## config.mk

```make
export PLATFORM = sky130hd
export DESIGN_NAME = if_stage
export DESIGN_NICKNAME = d
export VERILOG_FILES = /design/src/rtl/if_pkg.sv /design/src/rtl/if_stage_if_id_reg.sv /design/src/rtl/if_stage.sv
export SDC_FILE = /design/constraint.sdc
export NUM_CORES = 1
export LEC_CHECK = 0
export ABC_CLOCK_PERIOD_IN_PS = 2000
export CAP_MARGIN = 20
export CORE_ASPECT_RATIO = 1.5
export CORE_MARGIN = 2
export CORE_UTILIZATION = 30
export DETAILED_ROUTE_END_ITERATION = 12
export PLACE_DENSITY = 0.51
export SLEW_MARGIN = 20
export SYNTH_ARGS = -nofsm -noshare
export SYNTH_HDL_FRONTEND = slang
export SYNTH_HIERARCHICAL = 1
export SYNTH_SLANG_ARGS = --single-unit
```

## constraint.sdc

```tcl
create_clock -name clk -period 2 [get_ports clk]
set_input_delay 0.4 -clock clk [delete_from_list [all_inputs] [get_ports clk]]
set_output_delay 0.4 -clock clk [all_outputs]
set_load 0.03 [all_outputs]
```

## src/rtl/if_pkg.sv

```systemverilog
// Shared types and constants for the instruction-fetch stage.
package if_pkg;

  typedef enum logic [1:0] {
    IDLE = 2'd0,
    WAIT = 2'd1,
    HOLD = 2'd2,
    DROP = 2'd3
  } state_t;

  localparam logic [31:0] INSTR_NOP = 32'h0000_0013;
  localparam int unsigned PC_STEP   = 4;

endpackage

```

## src/rtl/if_stage_if_id_reg.sv

```systemverilog
// IF/ID pipeline register with stall (hold), kill and bubble insertion.
module if_id_reg
  import if_pkg::*;
#(
  parameter int unsigned XLEN = 32,
  parameter int unsigned ILEN = 32
) (
  input  logic            clk,
  input  logic            rst,
  input  logic            stall,
  input  logic            kill,
  input  logic            load,
  input  logic [XLEN-1:0] load_pc,
  input  logic [ILEN-1:0] load_instr,
  output logic            valid,
  output logic [XLEN-1:0] pc,
  output logic [ILEN-1:0] instr
);

  // Kill beats stall; an unstalled cycle with nothing new becomes a NOP bubble.
  always_ff @(posedge clk) begin
    if (rst) begin
      valid <= 1'b0;
      pc    <= '0;
      instr <= ILEN'(INSTR_NOP);
    end else if (kill) begin
      valid <= 1'b0;
      instr <= ILEN'(INSTR_NOP);
    end else if (!stall) begin
      if (load) begin
        valid <= 1'b1;
        pc    <= load_pc;
        instr <= load_instr;
      end else begin
        valid <= 1'b0;
        instr <= ILEN'(INSTR_NOP);
      end
    end
  end

endmodule

```

## src/rtl/if_stage.sv

```systemverilog
// Instruction-fetch stage: PC generation, single-outstanding imem handshake,
// one-entry stall buffer and the IF/ID register.
module if_stage
  import if_pkg::*;
#(
  parameter int unsigned     XLEN     = 32,
  parameter int unsigned     ILEN     = 32,
  parameter logic [XLEN-1:0] RESET_PC = '0
) (
  input  logic            clk,
  input  logic            rst,
  input  logic            if_stall,
  input  logic            if_flush,
  input  logic            redirect_valid,
  input  logic [XLEN-1:0] redirect_pc,
  output logic            imem_req,
  output logic [XLEN-1:0] imem_addr,
  input  logic            imem_gnt,
  input  logic            imem_rvalid,
  input  logic [ILEN-1:0] imem_rdata,
  output logic            if_id_valid,
  output logic [XLEN-1:0] if_id_pc,
  output logic [ILEN-1:0] if_id_instr,
  output logic            fetch_misalign
);

  state_t          state;
  logic [XLEN-1:0] pc;
  logic [XLEN-1:0] req_pc;
  logic [XLEN-1:0] buf_pc;
  logic [ILEN-1:0] buf_instr;
  logic            buf_valid;

  logic            kill;
  logic            deliver;
  logic            release_buf;
  logic            fire;
  logic [XLEN-1:0] pc_inc;

  assign kill        = if_flush | redirect_valid;
  assign deliver     = (state == WAIT) & imem_rvalid & ~kill & ~if_stall;
  assign release_buf = (state == HOLD) & buf_valid & ~kill & ~if_stall;
  assign fire        = imem_req & imem_gnt;
  assign pc_inc      = pc + XLEN'(PC_STEP);
  assign imem_addr   = pc;

  // Request is combinational so a response can be chained into the next fetch.
  always_comb begin
    imem_req = 1'b0;
    unique case (state)
      IDLE:    imem_req = ~kill;
      WAIT:    imem_req = deliver;
      default: imem_req = 1'b0;
    endcase
  end

  always_ff @(posedge clk) begin
    if (rst) begin
      state          <= IDLE;
      pc             <= RESET_PC;
      req_pc         <= '0;
      buf_pc         <= '0;
      buf_instr      <= ILEN'(INSTR_NOP);
      buf_valid      <= 1'b0;
      fetch_misalign <= 1'b0;
    end else begin
      fetch_misalign <= redirect_valid & (|redirect_pc[1:0]);

      if (redirect_valid) begin
        pc <= {redirect_pc[XLEN-1:2], 2'b00};
      end else if (fire) begin
        pc <= pc_inc;
      end

      if (fire) begin
        req_pc <= pc;
      end

      unique case (state)
        IDLE: begin
          // A grant under kill was already accepted; its response must be eaten.
          if (imem_gnt) begin
            state <= kill ? DROP : WAIT;
          end
        end
        WAIT: begin
          if (kill) begin
            state <= imem_rvalid ? IDLE : DROP;
          end else if (imem_rvalid) begin
            if (if_stall) begin
              buf_pc    <= req_pc;
              buf_instr <= imem_rdata;
              buf_valid <= 1'b1;
              state     <= HOLD;
            end else begin
              state <= imem_gnt ? WAIT : IDLE;
            end
          end
        end
        HOLD: begin
          if (kill || !if_stall) begin
            buf_valid <= 1'b0;
            state     <= IDLE;
          end
        end
        DROP: begin
          if (imem_rvalid) begin
            state <= IDLE;
          end
        end
        default: state <= IDLE;
      endcase
    end
  end

  if_id_reg #(
    .XLEN(XLEN),
    .ILEN(ILEN)
  ) u_if_id_reg (
    .clk       (clk),
    .rst       (rst),
    .stall     (if_stall),
    .kill      (kill),
    .load      (deliver | release_buf),
    .load_pc   (release_buf ? buf_pc : req_pc),
    .load_instr(release_buf ? buf_instr : imem_rdata),
    .valid     (if_id_valid),
    .pc        (if_id_pc),
    .instr     (if_id_instr)
  );

endmodule

```

==> run_results.csv <==
group,metric,value,unit
setup_path,r2r_cells,7,
hold_path,hold_path.class,"in -> reg",
global_route,grt_pass1_vias,7523,
power,clkPwrFrac,42.4,%
sta,period_share,102,%
drt,vias,7752,
cts,cts_inserted_buffers,17,
placed_design,post-place-ws,-0.497,ns
sta,finalSetupTns,-0.0547,ns
setup_path,crit_chain,"or4b_4 -> a21o_1 -> buf_12 -> buf_8 -> nor4_4 -> mux2_4 -> a21oi_2",
drt,routedWlPerCell,15.3,µm
power,internal_power,0.00621,W
power,p_sw_share,24.6,%
power,p_sw,0.00203,W
power,finalPower,0.00824,W
run_status,status,"finished, violations left",
setup_path,slowest_delay,0.55,ns
layout,drive_gt1_share,21.4,%
drt,ant_nets,0,
setup_path,r2r-start,"state[1]",
drt,viasPerCell,4.69,
global_route,gr-total-overflow,0,
floorplanning,ios,170,
setup_path,arrival,2.42,ns
cts,cts.clk_slew.worst_paths,0.07,ns
drt,routed_wl,25.2,mm
cts,cts_tree,"yes",
cts,htreeDepth,4,
drt,post-route-drc-count,0,
global_route,grt_pass1_wl,40.1,mm
sta,final-hold-violation-count,0,
global_route,grt_usage,16.4,%
setup_path,cp_max_fo,6,
sta,slew_headroom,58.4,%
layout,diodes,0,
floorplanning,die_h,214,µm
placed_design,place_congestion,0.820,
global_route,grt_antenna_before_repair,0,
layout,fin_util,41.8,%
synthesis,synth_seq_cells,191,
placed_design,hpwl,17.4,mm
placed_design,io_buffers,167,
floorplanning,start_util,30.2,%
sta,final-max-slew-violation-count,0,
synthesis,ys.warnings.count,6,
floorplanning,die_x,144,µm
layout,most-common-layout-cells,"nand2_1 (252), dfxtp_1 (179), clkdlybuf4s50_1 (131), a21oi_1 (105), buf_4 (80)",
sta,tightest_slew,0.624,ns
setup_path,worst-path-stages,7,
cts,clk_path_buf_depth,2,
setup_path,cp-start-kind,"register",
synthesis,ys_types,52,
cts,clock-sinks,191,
drt,drt_iter0_drc,317,
power,power_frac_seq,47.5,%
layout,final_common_cell,"nand2_1",
setup_path,crit_required,2.38,ns
setup_path,critPathBufInv,2,
sta,finalWorstSetupSlack,-0.0471,ns
synthesis,synth_flop_cell,"dfxtp_1",
layout,nets,1317,
floorplanning,placement_rows,77,
power,p_leak,4.20,nW
floorplanning,fp.dieArea,30900,µm²
setup_path,crit_family,"simple AND/OR/NAND/NOR gates",
synthesis,syn_avg_cell_area,8.56,µm²
setup_path,end_kind,"register",
setup_path,critical_path_class,"reg -> reg",
setup_path,crit_start,"state[1]",
sta,rsz0062_at_grt,"true",
synthesis,syn_area,8850,µm²
synthesis,netlist_instances,1034,
synthesis,synth_edf_count,0,
cts,insertion_delay,0.45,ns
power,pwr-share-comb,10.2,%
run_status,violations,"setup timing",
drt,first_pass_iters,4,
hold_path,worstHoldStart,"rst",
run,cap_violations,0,
cts,cts_root_buf,"clkbuf_16",
placed_design,dp.cells,1611,
synthesis,async_reset_ff_share,0,%
hold_path,min_path_cells,2,
power,powerDensity,672,nW/µm²
layout,area_delta_synth_final,38.5,%
sta,fmaxAchievable,488,MHz
sta,setup_viol_count_final,2,
setup_path,crit_slowest_cell,"or4b_4",
layout,finalNonFillerCells,1652,
global_route,grt_start_max_net_pins,67,
power,vdd_ir_drop_max,0.000532,V
sta,skew,0.00894,ns
sta,fin_crit,2.05,ns
floorplanning,core,29300,µm²
synthesis,yosysSeqAreaShare,43.2,%
## worst paths after layout
| kind | to | slack [ns] |
|---|---|---|
| worst max-delay path | imem_addr[11] | -0.05 |
| worst min-delay path | state[0] | 0.31 |
| worst max register to register | imem_addr[11] | -0.05 |
| worst min register to register | buf_pc[17] | 0.45 |
## timing repair
| item | in CTS | in global routing |
|---|---|---|
| buffers inserted | 4 | 5 |
| setup endpoints to repair | 36 | 21 |
| gates cloned | 0 | 1 |
| hold buffers | 0 | 0 |
| gates resized for setup | 44 | 16 |
| pin swaps | 6 | 21 |
| hold endpoints to repair | 0 | 0 |
## synth_stat cells (6+ instances only)
cell,number,share of area [%]
nand2b_1,69,4.9
nand3_1,14,0.79
nor2b_1,13,0.92
clkbuf_1,48,2.0
nor2_1,21,0.89
o21ai_0,22,1.2
buf_2,16,0.91
mux2i_1,34,3.8
nand3b_1,34,2.9
mux2_2,66,8.4
or3_1,11,0.78
a21oi_1,109,6.2
dfxtp_1,191,43
nor4_1,6,0.42
nand4_1,9,0.64
a31oi_1,18,1.3
a21oi_2,29,2.9
nor3b_1,7,0.59
nand2_1,253,11
## metrics by stage
| step | cell area (µm²) | hold WS (ns) |
|---|---|---|
| 2_1_floorplan | 8900 | 0.432 |
| 3_3_place_gp | 11500 | 0.437 |
| 3_5_place_dp | 11500 | 0.443 |
| 4_1_cts | 12100 | 0.283 |
| 5_1_grt | 12300 | 0.312 |
| 6_report | 12300 | 0.310 |
## kinds of logic (layout without fill, tap and decap cells)
| logic type | Yosys count | count (layout) | share of synthesized area [%] |
|---|---|---|---|
| simple gates | 458 | 458 | 25.5 |
| compound gates | 201 | 201 | 13.7 |
| flops | 191 | 191 | 43.2 |
| mux | 100 | 100 | 12.2 |
| buf+inv | 81 | 301 | 5.06 |
| fa+ha+maj | 1 | 1 | 0.141 |
| other cells | 1 | 4 | 0.0424 |
| xor+xnor | 1 | 1 | 0.0990 |
## power groups by stage
| stage | Clock, W | Combinational [W] | Sequential (W) |
|---|---|---|---|
| 6_report | 0.00349 | 0.000837 | 0.00391 |
| 4_1_cts | 0.00363 | 0.000830 | 0.00391 |
| 5_1_grt | 0.00374 | 0.000903 | 0.00392 |
| 3_5_place_dp | 0 | 0.000834 | 0.00400 |
| 2_1_floorplan | 0 | 0.000330 | 0.00407 |
| 3_3_place_gp | 0 | 0.000834 | 0.00400 |
## routing by layer
| layer | wire (µm) | GRT usage, % | vias up | share of wire (%) |
|---|---|---|---|---|
| li1 | - | - | 3942 | - |
| met1 | 11400 | 20.7 | 3634 | 45 |
| met2 | 12500 | 28.0 | 152 | 49 |
| met3 | 952 | 2.79 | 24 | 3.8 |
| met4 | 423 | 5.47 | 0 | 1.7 |
| met5 | 0 | 0 | - | 0 |
## cell type report
| class | instances | area, µm² |
|---|---|---|
| Sequential cell | 191 | 3840 |
| Tap cell | 395 | 494 |
| Fill cell | 3056 | 17000 |
| Multi-Input combinational cell | 765 | 4700 |
| Clock inverter | 11 | 131 |
| Clock buffer | 20 | 467 |
| Inverter | 3 | 11.3 |
| Timing Repair Buffer | 267 | 2610 |
## worst reg2reg max path: stages, from the launching register on
cell     delay (ns)
dfxtp_2        0.32
or4b_4         0.55
a21o_1         0.21
buf_12         0.14
buf_8          0.13
nor4_4         0.16
mux2_4         0.33
a21oi_2        0.13
## flip-flops by register name (all words and copies together) (netlist names)
| name | count |
|---|---|
| buf_instr | 32 |
| req_pc | 30 |
| state | 2 |
| imem_addr | 30 |
| fetch_misalign | 1 |
| buf_valid | 1 |
| u_if_id_reg/valid | 1 |
| buf_pc | 30 |
| u_if_id_reg/pc | 32 |
| u_if_id_reg/instr | 32 |
Power figures use the tool's default switching activity.
